## src/rtl/md5_pkg.sv

```systemverilog
// ----------------------------------------------------------------------------
// md5_pkg : shared MD5 message-padding types and constants
// Rev 1.0 : initial release
// ----------------------------------------------------------------------------
`default_nettype none

package md5_pkg;

  typedef logic [31:0] md5_word_t;

  typedef enum logic [2:0] {
    FILL = 3'd0,
    PAD  = 3'd1,
    ZERO = 3'd2,
    LEN  = 3'd3,
    EMIT = 3'd4
  } pad_state_t;

  localparam logic [7:0] MD5_PAD_BYTE   = 8'h80;
  localparam int         MD5_BLK_BYTES  = 64;
  localparam int         MD5_LEN_OFFSET = 56;

endpackage : md5_pkg

`default_nettype wire

```

## src/rtl/md5_msg_padder_if.sv

```systemverilog
// ----------------------------------------------------------------------------
// md5_msg_padder_if : byte-in / 512-bit-block-out handshake bundle
// Rev 1.0 : initial release
// ----------------------------------------------------------------------------
`default_nettype none

interface md5_msg_padder_if #(
  parameter int n = 32
);
  logic                  byte_valid_i;
  logic [7:0]            byte_i;
  logic                  byte_last_i;
  logic                  empty_i;
  logic                  byte_ready_o;
  logic [0:15][n-1:0]    M_o;
  logic                  blk_valid_o;
  logic                  blk_last_o;
  logic                  blk_ready_i;

  modport master (
    output byte_i, byte_valid_i, byte_last_i, empty_i, blk_ready_i,
    input  byte_ready_o, M_o, blk_valid_o, blk_last_o
  );

  modport slave (
    input  byte_i, byte_valid_i, byte_last_i, empty_i, blk_ready_i,
    output byte_ready_o, M_o, blk_valid_o, blk_last_o
  );
endinterface : md5_msg_padder_if

`default_nettype wire

```

## src/rtl/md5_blk_buf.sv

```systemverilog
// ----------------------------------------------------------------------------
// md5_blk_buf : 64-byte block buffer, byte write at index, length-field write,
//               synchronous clear, flat little-endian byte view
// Rev 1.0 : initial release
// ----------------------------------------------------------------------------
`default_nettype none

module md5_blk_buf
  import md5_pkg::*;
#(
  parameter int LEN_W = 64
) (
  input  logic                         clk,
  input  logic                         rst,
  input  logic                         clr,
  input  logic                         wr_en,
  input  logic [5:0]                   wr_idx,
  input  logic [7:0]                   wr_data,
  input  logic                         len_wr,
  input  logic [LEN_W-1:0]             len_val,
  output logic [MD5_BLK_BYTES*8-1:0]   blk
);

  localparam int c_len_bytes = LEN_W / 8;
  localparam int c_len_base  = MD5_BLK_BYTES - c_len_bytes;

  logic [7:0] r_mem [0:MD5_BLK_BYTES-1];

  always_ff @(posedge clk) begin
    if (rst || clr) begin
      for (int i = 0; i < MD5_BLK_BYTES; i++) r_mem[i] <= 8'h00;
    end else begin
      if (wr_en) r_mem[wr_idx] <= wr_data;
      // length field occupies the tail of the block, least-significant byte first
      if (len_wr) begin
        for (int i = 0; i < c_len_bytes; i++) r_mem[c_len_base + i] <= len_val[8*i +: 8];
      end
    end
  end

  generate
    for (genvar g = 0; g < MD5_BLK_BYTES; g++) begin : g_byte
      assign blk[8*g +: 8] = r_mem[g];
    end
  endgenerate

endmodule : md5_blk_buf

`default_nettype wire

```

## src/rtl/md5_msg_padder.sv

```systemverilog
// ----------------------------------------------------------------------------
// md5_msg_padder : MD5 padding front end, bytes in, 512-bit blocks out.
//                  Optional block counter output enabled by MD5_PAD_BLKCNT_EN.
// Rev 1.0 : initial release
// ----------------------------------------------------------------------------
`default_nettype none

module md5_msg_padder
  import md5_pkg::*;
#(
  parameter int n     = 32,
  parameter int LEN_W = 64
) (
  input  logic               clk_i,
  input  logic               rst_i,
  md5_msg_padder_if.slave    bus
`ifdef MD5_PAD_BLKCNT_EN
  ,
  output logic [31:0]        blk_cnt_o
`endif
);

  localparam int CNT_W = LEN_W - 3;

  localparam logic [2:0] ST_FILL = FILL;
  localparam logic [2:0] ST_PAD  = PAD;
  localparam logic [2:0] ST_ZERO = ZERO;
  localparam logic [2:0] ST_LEN  = LEN;
  localparam logic [2:0] ST_EMIT = EMIT;

  localparam logic [CNT_W-1:0] c_cnt_one  = {{(CNT_W-1){1'b0}}, 1'b1};
  localparam logic [5:0]       c_idx_last = 6'(MD5_BLK_BYTES - 1);
  localparam logic [5:0]       c_idx_len  = 6'(MD5_LEN_OFFSET);

  logic [2:0]       r_state;
  logic [5:0]       r_idx;
  logic [CNT_W-1:0] r_count;
  logic             r_pad_pend;
  logic             r_ovf;
  logic             r_blk_valid;
  logic             r_last;

  logic             w_hs;
  logic             w_wr_en;
  logic [7:0]       w_wr_data;
  logic             w_len_wr;
  logic [LEN_W-1:0] w_bitlen;
  logic [MD5_BLK_BYTES*8-1:0] w_blk;

  assign w_hs     = r_blk_valid & bus.blk_ready_i;
  assign w_bitlen = {r_count, 3'b000};
  assign w_len_wr = (r_state == ST_LEN);

  always_comb begin
    w_wr_en   = 1'b0;
    w_wr_data = 8'h00;
    case (r_state)
      ST_FILL: begin
        w_wr_en   = bus.byte_valid_i;
        w_wr_data = bus.byte_i;
      end
      ST_PAD: begin
        w_wr_en   = 1'b1;
        w_wr_data = MD5_PAD_BYTE;
      end
      ST_ZERO: w_wr_en = (r_idx != c_idx_len);
      default: ;
    endcase
  end

  md5_blk_buf #(.LEN_W(LEN_W)) u_buf (
    .clk     (clk_i),
    .rst     (rst_i),
    .clr     (w_hs),
    .wr_en   (w_wr_en),
    .wr_idx  (r_idx),
    .wr_data (w_wr_data),
    .len_wr  (w_len_wr),
    .len_val (w_bitlen),
    .blk     (w_blk)
  );

  always_ff @(posedge clk_i) begin
    if (rst_i) begin
      r_state     <= ST_FILL;
      r_idx       <= 6'd0;
      r_count     <= '0;
      r_pad_pend  <= 1'b0;
      r_ovf       <= 1'b0;
      r_blk_valid <= 1'b0;
      r_last      <= 1'b0;
    end else begin
      case (r_state)
        ST_FILL: begin
          if (bus.byte_valid_i) begin
            r_idx   <= r_idx + 6'd1;
            r_count <= r_count + c_cnt_one;
            if (r_idx == c_idx_last) begin
              r_state     <= ST_EMIT;
              r_blk_valid <= 1'b1;
              r_pad_pend  <= bus.byte_last_i;
            end else if (bus.byte_last_i) begin
              r_state <= ST_PAD;
            end
          end else if (bus.empty_i && r_idx == 6'd0 && r_count == '0) begin
            r_state <= ST_PAD;
          end
        end
        ST_PAD: begin
          r_idx <= r_idx + 6'd1;
          // 0x80 landing on the final byte leaves no room for zeros or length
          if (r_idx == c_idx_last) begin
            r_state     <= ST_EMIT;
            r_blk_valid <= 1'b1;
            r_ovf       <= 1'b1;
          end else begin
            r_state <= ST_ZERO;
          end
        end
        ST_ZERO: begin
          if (r_idx == c_idx_len) begin
            r_state <= ST_LEN;
          end else begin
            r_idx <= r_idx + 6'd1;
            if (r_idx == c_idx_last) begin
              r_state     <= ST_EMIT;
              r_blk_valid <= 1'b1;
              r_ovf       <= 1'b1;
            end
          end
        end
        ST_LEN: begin
          r_state     <= ST_EMIT;
          r_blk_valid <= 1'b1;
          r_last      <= 1'b1;
        end
        ST_EMIT: begin
          if (w_hs) begin
            r_blk_valid <= 1'b0;
            r_idx       <= 6'd0;
            r_last      <= 1'b0;
            if (r_last) begin
              r_state <= ST_FILL;
              r_count <= '0;
            end else if (r_pad_pend) begin
              r_state    <= ST_PAD;
              r_pad_pend <= 1'b0;
            end else if (r_ovf) begin
              r_state <= ST_ZERO;
              r_ovf   <= 1'b0;
            end else begin
              r_state <= ST_FILL;
            end
          end
        end
        default: r_state <= ST_FILL;
      endcase
    end
  end

  assign bus.byte_ready_o = (r_state == ST_FILL);
  assign bus.blk_valid_o  = r_blk_valid;
  assign bus.blk_last_o   = r_last;

  generate
    for (genvar g = 0; g < 16; g++) begin : g_word
      assign bus.M_o[g] = w_blk[g*n +: n];
    end
  endgenerate

`ifdef MD5_PAD_BLKCNT_EN
  logic [31:0] r_blk_cnt;

  always_ff @(posedge clk_i) begin
    if (rst_i)     r_blk_cnt <= 32'd0;
    else if (w_hs) r_blk_cnt <= r_blk_cnt + 32'd1;
  end

  assign blk_cnt_o = r_blk_cnt;
`endif

endmodule : md5_msg_padder

`default_nettype wire

```

## src/flat_wrapper.sv

```systemverilog
// flat-port wrapper written by rule: the top's interface ports become plain ports
module md5_msg_padder_flat import md5_pkg::*;
#(
  parameter int n     = 32,
  parameter int LEN_W = 64
)
  (clk_i, rst_i, bus_byte_i, bus_byte_valid_i, bus_byte_last_i, bus_empty_i, bus_blk_ready_i, bus_byte_ready_o, bus_M_o, bus_blk_valid_o, bus_blk_last_o);
  md5_msg_padder_if #(.n(n)) bus_i ();
  input  logic clk_i;
  input  logic rst_i;
  input wire logic [$bits(bus_i.byte_i)-1:0] bus_byte_i;
  input wire logic [$bits(bus_i.byte_valid_i)-1:0] bus_byte_valid_i;
  input wire logic [$bits(bus_i.byte_last_i)-1:0] bus_byte_last_i;
  input wire logic [$bits(bus_i.empty_i)-1:0] bus_empty_i;
  input wire logic [$bits(bus_i.blk_ready_i)-1:0] bus_blk_ready_i;
  output wire logic [$bits(bus_i.byte_ready_o)-1:0] bus_byte_ready_o;
  output wire logic [$bits(bus_i.M_o)-1:0] bus_M_o;
  output wire logic [$bits(bus_i.blk_valid_o)-1:0] bus_blk_valid_o;
  output wire logic [$bits(bus_i.blk_last_o)-1:0] bus_blk_last_o;
  assign bus_i.byte_i = bus_byte_i;
  assign bus_i.byte_valid_i = bus_byte_valid_i;
  assign bus_i.byte_last_i = bus_byte_last_i;
  assign bus_i.empty_i = bus_empty_i;
  assign bus_i.blk_ready_i = bus_blk_ready_i;
  assign bus_byte_ready_o = bus_i.byte_ready_o;
  assign bus_M_o = bus_i.M_o;
  assign bus_blk_valid_o = bus_i.blk_valid_o;
  assign bus_blk_last_o = bus_i.blk_last_o;
  md5_msg_padder #(.n(n), .LEN_W(LEN_W)) u_core (.clk_i(clk_i), .rst_i(rst_i), .bus(bus_i));
endmodule
```

## config.mk

```make
export PLATFORM = sky130hd
export DESIGN_NAME = md5_msg_padder_flat
export DESIGN_NICKNAME = d
export VERILOG_FILES = /design/src/rtl/md5_pkg.sv /design/src/rtl/md5_msg_padder_if.sv /design/src/rtl/md5_blk_buf.sv /design/src/rtl/md5_msg_padder.sv /design/src/flat_wrapper.sv
export SDC_FILE = /design/constraint.sdc
export NUM_CORES = 1
export LEC_CHECK = 0
export CORE_MARGIN = 2
export CORE_UTILIZATION = 50
export DETAILED_ROUTE_END_ITERATION = 10
export GPL_ROUTABILITY_DRIVEN = 0
export PLACE_DENSITY = 0.86
export SYNTH_ARGS = -nofsm -noshare
export SYNTH_HDL_FRONTEND = slang
export SYNTH_SLANG_ARGS = --single-unit
```

## constraint.sdc

```tcl
create_clock -name clk_i -period 3.1 [get_ports clk_i]
set_input_delay 0.775 -clock clk_i [delete_from_list [all_inputs] [get_ports clk_i]]
set_output_delay 0.775 -clock clk_i [all_outputs]
set_load 0.03 [all_outputs]
```

==> summary.md, run 1 <==
| Metric | Value |
|---|---|
| Status | finished, final reports clean |
| Cell taking the most area after synthesis | edfxtp_1 |
| Worst IR Drop VDD | ~1.7 mV |
| Primary FF master, synth | edfxtp_1 |
| Hold path depth | 2 |
| DP Wirelength | approximately 47 mm |
| Post-synthesis async set-or-reset flop share | 0 |
| Fmax | 347 MHz |
| DRT iter0 DRCs | around 2300 |
| Clock latency at the later pin of the worst-skew pair | 0.62 ns |
| Slew Limit Fails | 0 |
| Most common cell on crit path | nand2_1 |
| # fillers | 2740 |
| Final wirelength | 72.8 mm |
| Number of flops mapped to enable cells by yosys | ~510 |
| Most common cell after layout, fill and taps aside | nor2_1 |
| Post-layout min period | roughly 2.9 ns |
| Post-synthesis register bit count | between 500 and 600 |
| Hold worst-path end | u_core.r_pad_pend$_SDFFE_PP0P_ |
| Number of global-route vias before repair | between 15000 and 20000 |
| Vias | about 17000 |
| Worst Hold Launch | u_core.r_pad_pend$_SDFFE_PP0P_ |
| Worst setup EP type | flip-flop |
| Cell leakage power | about 11 nW |
| CP delay by family, top | compound AO/OA/AOI/OAI gates |
| Maxcap violations | 0 |
| Slowest stage delay, CP | 0.56 ns |
| First-pass DRT Iterations | 6 |
| Cell area power density | around 700 nW/um^2 |
| DRC Markers | 0 |
| CTS tree | yes |
| Top cells by area, synth | edfxtp_1 69%, nor2_1 9.0%, dfxtp_1 6.6% |
| Syn nets | about 1800 |
| Post-DRT Antenna Nets | 0 |
| Setup crit start kind | flip-flop |
| Crit path cell chain | inv_1, ha_1, nand4b_1, o211a_1, o211ai_1, nor2_1, buf_4, nand2_1, nand2_1, buf_12 |
| Pin count of the biggest net entering global routing | 65 |
| Setup CP Type | reg2reg |
| Die width | 216 um |
| Initial Util | 0.507 |
| Site row count | 77 |
| Setup violators final | 0 |
| Crit path max-delay cell type | o211ai_1 |
| Hold Crit Class | reg2reg |
| Util after Layout | 0.705 |
| Root Driver | clkbuf_16 |
| Power consumption | roughly 22 mW |
| Max FO, Critical Path | 8 |
| R2r startpoint | u_core.r_idx[1]$_SDFFE_PP0P_ |
| Area growth, synth to finish | 39.0% |
| Die Footprint | between 40000 and 50000 sq um |
| H-tree levels | 2 |
| Fin crit share | 0.930 |
| WP data arrival | roughly 3.3 ns |
| RSZ-0062 raised after global routing | false |
| Most frequent cells in the layout | 535 x nor2_1, 527 x clkdlybuf4s50_1, 512 x edfxtp_1, 207 x nand2_1, 97 x buf_4 |
| Boundary pin count | around 530 |
| Worst-case clock skew | 0.0200 ns |
| Worst R2R Setup Slack | around 0.22 ns |
| Hold Vio Cnt, Final | 0 |
| Core area | 44200 sq um |
| CTS buffer count | 56 |
| Distinct cell type count of the synthesized netlist | between 60 and 70 |
| Total gr overflow | 0 |
| Die Height | 216 um |
| Ratio of cells with drive above 1 in the final layout | 0.101 |
| Cts hold-fix bufs | 0 |
| Input/output buffers | about 530 |
| Cells after synthesis | around 1800 |
| CTS sink cnt | 586 |
| Worst-path clk slew | 0.06 ns |
| Tightest Pin Transition | between 0.7 and 0.8 ns |
| Top-area cell type share of the netlist area | 0.686 |
| Required time of the critical path | 3.47 ns |
| Mapped Area | 22400 sq um |
| Relative slew slack | 0.488 |
| GRT Overall Usage | 0.305 |
| Avg Cell Area, Syn | 12.7 sq um |
| Drt wl/cell | around 24 um |
| Synth warn | 0 |
| Initial antenna violation count | 1 |
| Buf/Inv on CP | 3 |
| First-pass GRT wire length | about 110 mm |
| Register area share after synthesis | 0.752 |
| FF-to-FF End | u_core.u_buf.r_mem[16][0]$_SDFFCE_PN0P_ |
| Longest Clk Path Bufs | 3 |
| Vias per cell | around 5.7 |
| Nets | 2392 |
| Cells on worst reg2reg path | 10 |
[worst register-to-register path, cell delays in order, from the launching register on]
cell and delay, ns:
dfxtp_1 0.37, inv_1 0.18, ha_1 0.25, nand4b_1 0.18
o211a_1 0.34, o211ai_1 0.56, nor2_1 0.09, buf_4 0.21
nand2_1 0.17, nand2_1 0.12, buf_12 0.17
[metrics by stage]
step	cell area (sq um)	std cells	TNS [ns]	worst slack [ns]	hold slack, ns
after floorplan	22400	1763	0	0.505	0.445
after global placement	29200	2908	-7.00	-0.0935	0.468
after detailed placement	29200	2908	-11.84	-0.0998	0.482
after CTS	31200	3013	0	0.00248	0.491
after global routing	31200	3014	0	0.0697	0.513
final	31200	3014	0	0.217	0.496
[logic make-up (layout without fill, tap and decap cells)]
| family | after synthesis | after routing | synth area share |
|---|---|---|---|
| and+or+nand+nor | 909 | 909 | 0.176 |
| DFF | 586 | 586 | 0.752 |
| AOI/OAI and AO/OA | 108 | 108 | 0.0288 |
| buffers and inverters | 96 | 754 | 0.0175 |
| xor gates and xnor gates | 60 | 60 | 0.0234 |
| adders and majority gates | 4 | 4 | 0.00223 |
| other | 0 | 1 | 0 |
[final cells by class]
class	count	area (sq um)	area share
multi-input combinational	1081	5240	0.168
clock buffer	72	1480	0.0476
antenna	1	2.50	0.0000803
timing repair buffer	640	6320	0.203
tap	592	741	0.0238
sequential	586	16900	0.541
inverter	9	33.8	0.00108
clock inverter	33	493	0.0158
[per-layer routing]
| metal | global-route usage | wire, um | share of wire | vias up |
|---|---|---|---|---|
| met1 | 0.375 | 25400 | 0.35 | 8313 |
| met2 | 0.515 | 35700 | 0.49 | 1291 |
| li1 | - | - | - | 7375 |
| met4 | 0.153 | 4210 | 0.058 | 0 |
| met5 | 0 | 0 | 0 | - |
| met3 | 0.0624 | 7500 | 0.10 | 244 |
[report_power, final]
part           switching (mW)  total, mW  internal [mW]
combinational            3.73       5.06           1.33
sequential              0.255       9.34           9.09
clock                    2.96       7.42           4.46
[flip-flops by register name, indices dropped and copies added (netlist names)]
name / cells
u_core.r_count: 61
u_core.bus.blk_last_o: 1
u_core.bus.blk_valid_o: 1
u_core.r_idx: 6
u_core.r_ovf: 1
u_core.r_state: 3
u_core.u_buf.r_mem: 512
u_core.r_pad_pend: 1
[repair_timing]
action                     4_1_cts  5_1_grt
setup endpoints to repair        1        1
hold endpoints to repair         0        0
gates resized for setup          1        1
setup buffers                    0        0
[synthesized netlist by cell type, types with 2 or more instances]
cell type,n
or2_2,5
a32oi_1,3
nand3_1,30
o211ai_1,2
buf_6,2
edfxtp_1,512
a211oi_1,5
o21a_1,3
xor2_1,45
nor3_2,2
and3_2,7
nor2_1,536
nor3b_1,2
and2_1,7
nand2_1,214
nor4_1,16
o21bai_1,2
nand4_1,25
and4_1,8
nand2b_1,4
clkbuf_1,76
a21oi_1,13
nand2_4,8
ha_1,4
xnor2_1,15
nor4_4,2
inv_1,9
o21ai_0,68
buf_2,7
nor3_1,13
dfxtp_1,74
and3_1,13
nand4b_1,2
[worst max path at each step]
| stage | startpoint | to | slack (ns) | cells after the start |
|---|---|---|---|---|
| final | u_core.r_idx[1]$_SDFFE_PP0P_ | u_core.u_buf.r_mem[16][0]$_SDFFCE_PN0P_ | 0.22 | 10 |
| after global placement | bus_byte_valid_i | u_core.u_buf.r_mem[16][7]$_SDFFCE_PN0P_ | -0.09 | 8 |
| after detailed placement | bus_byte_valid_i | u_core.u_buf.r_mem[49][6]$_SDFFCE_PN0P_ | -0.1 | 7 |
| after global routing | u_core.r_idx[1]$_SDFFE_PP0P_ | u_core.u_buf.r_mem[49][4]$_SDFFCE_PN0P_ | 0.07 | 9 |
| after floorplan | bus_blk_ready_i | u_core.u_buf.r_mem[8][0]$_SDFFCE_PN0P_ | 0.51 | 5 |
| after CTS | u_core.r_state[2]$_SDFFE_PP0P_ | bus_byte_ready_o | 0.002 | 4 |
Note: power is estimated with default switching activity, not from simulation.
==> run 2: changes to the inputs <==
--- a/config.mk
+++ b/config.mk
@@ -9,7 +9,7 @@
 export CORE_UTILIZATION = 50
 export DETAILED_ROUTE_END_ITERATION = 10
 export GPL_ROUTABILITY_DRIVEN = 0
-export PLACE_DENSITY = 0.86
+export PLACE_DENSITY = 0.8
 export SYNTH_ARGS = -nofsm -noshare
 export SYNTH_HDL_FRONTEND = slang
 export SYNTH_SLANG_ARGS = --single-unit
==> summary.md, run 2 (synthesized netlist as in run 1, its figures left out) <==
| Metric | Value |
|---|---|
| Status | finished, final reports clean |
| Max FFs per register | 512 (unchanged) |
| Cts hold-fix bufs | 0 (unchanged) |
| Pin count of the biggest net entering global routing | 65 (unchanged) |
| Total gr overflow | 0 (unchanged) |
| Fin crit share | 0.891 (-0.0392) |
| Final wirelength | 70.3 mm (-3.5%) |
| Core area | 44200 sq um (unchanged) |
| Die width | 216 um (unchanged) |
| Reg with most FFs | u_core.u_buf.r_mem |
| DRT iter0 DRCs | 1987 (-15%) |
| Nets | 2386 (-0.25%) |
| CTS sink cnt | 586 (unchanged) |
| Required time of the critical path | 3.35 ns (-0.12 ns) |
| Post-DRT Antenna Nets | 0 (unchanged) |
| Hold WS | 0.480 ns (-0.0160 ns) |
| Relative slew slack | 0.446 (-0.0425) |
| First-pass DRT Iterations | 7 (+1) |
| Most frequent cells in the layout | 535 x nor2_1, 527 x clkdlybuf4s50_1, 512 x edfxtp_1, 207 x nand2_1, 95 x buf_4 |
| # diodes | 0 (-1) |
| DRC Markers | 0 (unchanged) |
| CTS tree | yes |
| Root Driver | clkbuf_16 |
| Boundary pin count | 529 (unchanged) |
| Routed metal-1 wirelength | 24.9 mm (-1.9%) |
| Site row count | 77 (unchanged) |
| Ratio of cells with drive above 1 in the final layout | 0.102 (+0.00108) |
| # fillers | 2842 (+3.7%) |
| Uppermost layer routed | met5 |
| Fmax | 362 MHz (+4.4%) |
| Cell leakage power | 11.3 nW (-0.82%) |
| Maxcap violations | 0 (unchanged) |
| Met3 wire length | 7.40 mm (-1.4%) |
| Area growth, synth to finish | 38.0% |
| Worst slack at placement | -0.0648 ns (+0.0350 ns) |
| Post-route cell area | 30900 sq um (-0.70%) |
| Cell area power density | 687 nW/um^2 (-1.9%) |
| Setup CP Type | reg2reg |
| Worst IR Drop VDD | 1.22 mV (-29%) |
| Clock latency at the later pin of the worst-skew pair | 0.62 ns (about the same) |
| Worst Slack Setup Final | 0.338 ns (+0.121 ns) |
| Placed Area | 29100 sq um (-0.33%) |
| RSZ-0062 raised after global routing | false |
| Worst-path clk slew | 0.06 ns (about the same) |
| Hold Vio Cnt, Final | 0 (unchanged) |
| Die Footprint | 46600 sq um (unchanged) |
| Vias | 16800 (-2.2%) |
| Area occupied by multi-input gates | 5240 sq um (unchanged) |
| Worst setup EP type | flip-flop |
| Worst-case clock skew | 0.0215 ns (+0.00152 ns) |
| Die Height | 216 um (unchanged) |
| Setup violators final | 0 (unchanged) |
| Max FO, Critical Path | 8 (unchanged) |
| Most common cell after layout, fill and taps aside | nor2_1 |
| Setup crit start kind | flip-flop |
| Top flop regs | u_core.u_buf.r_mem x512, u_core.r_count x61, u_core.r_idx x6 |
| Number of global-route vias before repair | 16300 (-1.5%) |
| H-tree levels | 2 (unchanged) |
| Post-layout min period | 2.76 ns (-0.121 ns) |
| WP data arrival | 3.01 ns (-0.24 ns) |
| Slew Limit Fails | 0 (unchanged) |
| Hold Crit Class | reg2reg |
| Vias per cell | 5.60 (-2.0%) |
| DP Wirelength | 46.8 mm (-1.2%) |
| Register area | 16900 sq um (unchanged) |
| Power consumption | 21.3 mW (-2.6%) |
| First-pass GRT wire length | 103 mm (-2.3%) |
| Tightest Pin Transition | 0.824 ns (+0.0602 ns) |
| Initial Util | 0.507 (unchanged) |
| DR WL met2 | 34.3 mm (-4.0%) |
| Initial antenna violation count | 1 (unchanged) |
| Input/output buffers | 528 (unchanged) |
| Postcts setup bufs | 0 (unchanged) |
| Util after Layout | 0.700 (-0.00492) |
| GRT Overall Usage | 0.298 (-0.00753) |
| Drt wl/cell | 23.4 um (-3.3%) |
| Longest Clk Path Bufs | 3 (unchanged) |
| CTS buffer count | 56 (unchanged) |
==> run 2: per-layer routing <==
layer,track usage,vias up
li1,-,7353
met1,0.368,8120
met2,0.492,1181
met3,0.0753,188
met4,0.142,2
met5,0,-
==> run 2: path summary, 6_finish.rpt <==
check | start | endpoint | slack (ns) | depth (start not counted)
max | u_core.r_idx[0]$_SDFFE_PP0P_ | u_core.u_buf.r_mem[16][5]$_SDFFCE_PN0P_ | 0.34 | 9
min | u_core.r_pad_pend$_SDFFE_PP0P_ | u_core.r_pad_pend$_SDFFE_PP0P_ | 0.48 | 2
max reg2reg | u_core.r_idx[0]$_SDFFE_PP0P_ | u_core.u_buf.r_mem[16][5]$_SDFFCE_PN0P_ | 0.34 | 9
min reg2reg | u_core.r_pad_pend$_SDFFE_PP0P_ | u_core.r_pad_pend$_SDFFE_PP0P_ | 0.48 | 2
==> run 2: cell type report <==
class                           count  share of cell area
Sequential cell                   586               0.545
Tap cell                          592              0.0239
Multi-Input combinational cell   1081               0.169
Clock buffer                       70              0.0489
Inverter                            9             0.00109
Clock inverter                     35              0.0110
Timing Repair Buffer              634               0.201
==> run 2: power by group <==
part,leakage (nW),switching (mW),internal (mW)
Sequential,5.89,0.255,9.09
Clock,0.899,2.99,3.90
Combinational,4.55,3.70,1.34
==> run 2: worst max-delay path, stage by stage, from the launching register on <==
cell and delay [ns]:
dfxtp_1 0.38, inv_1 0.17, ha_1 0.24, nand4b_1 0.17, o211a_1 0.31, o211ai_1 0.42, nor2_1 0.11, buf_4 0.17
nand2_1 0.14, nand2_1 0.28
==> run 2: through the flow <==
stage	std cells	TNS, ns
global placement	2902	-0.183
global route	3007	0
finish	3007	0
detailed placement	2902	-2.40
CTS	3007	0
floorplan	1763	0
==> run 2: repair_timing <==
item                                    in CTS  in global routing
resized for setup                            1                  1
endpoints found under the setup margin       1                  1
gates cloned                                 0                  0
pin swaps                                    0                  0
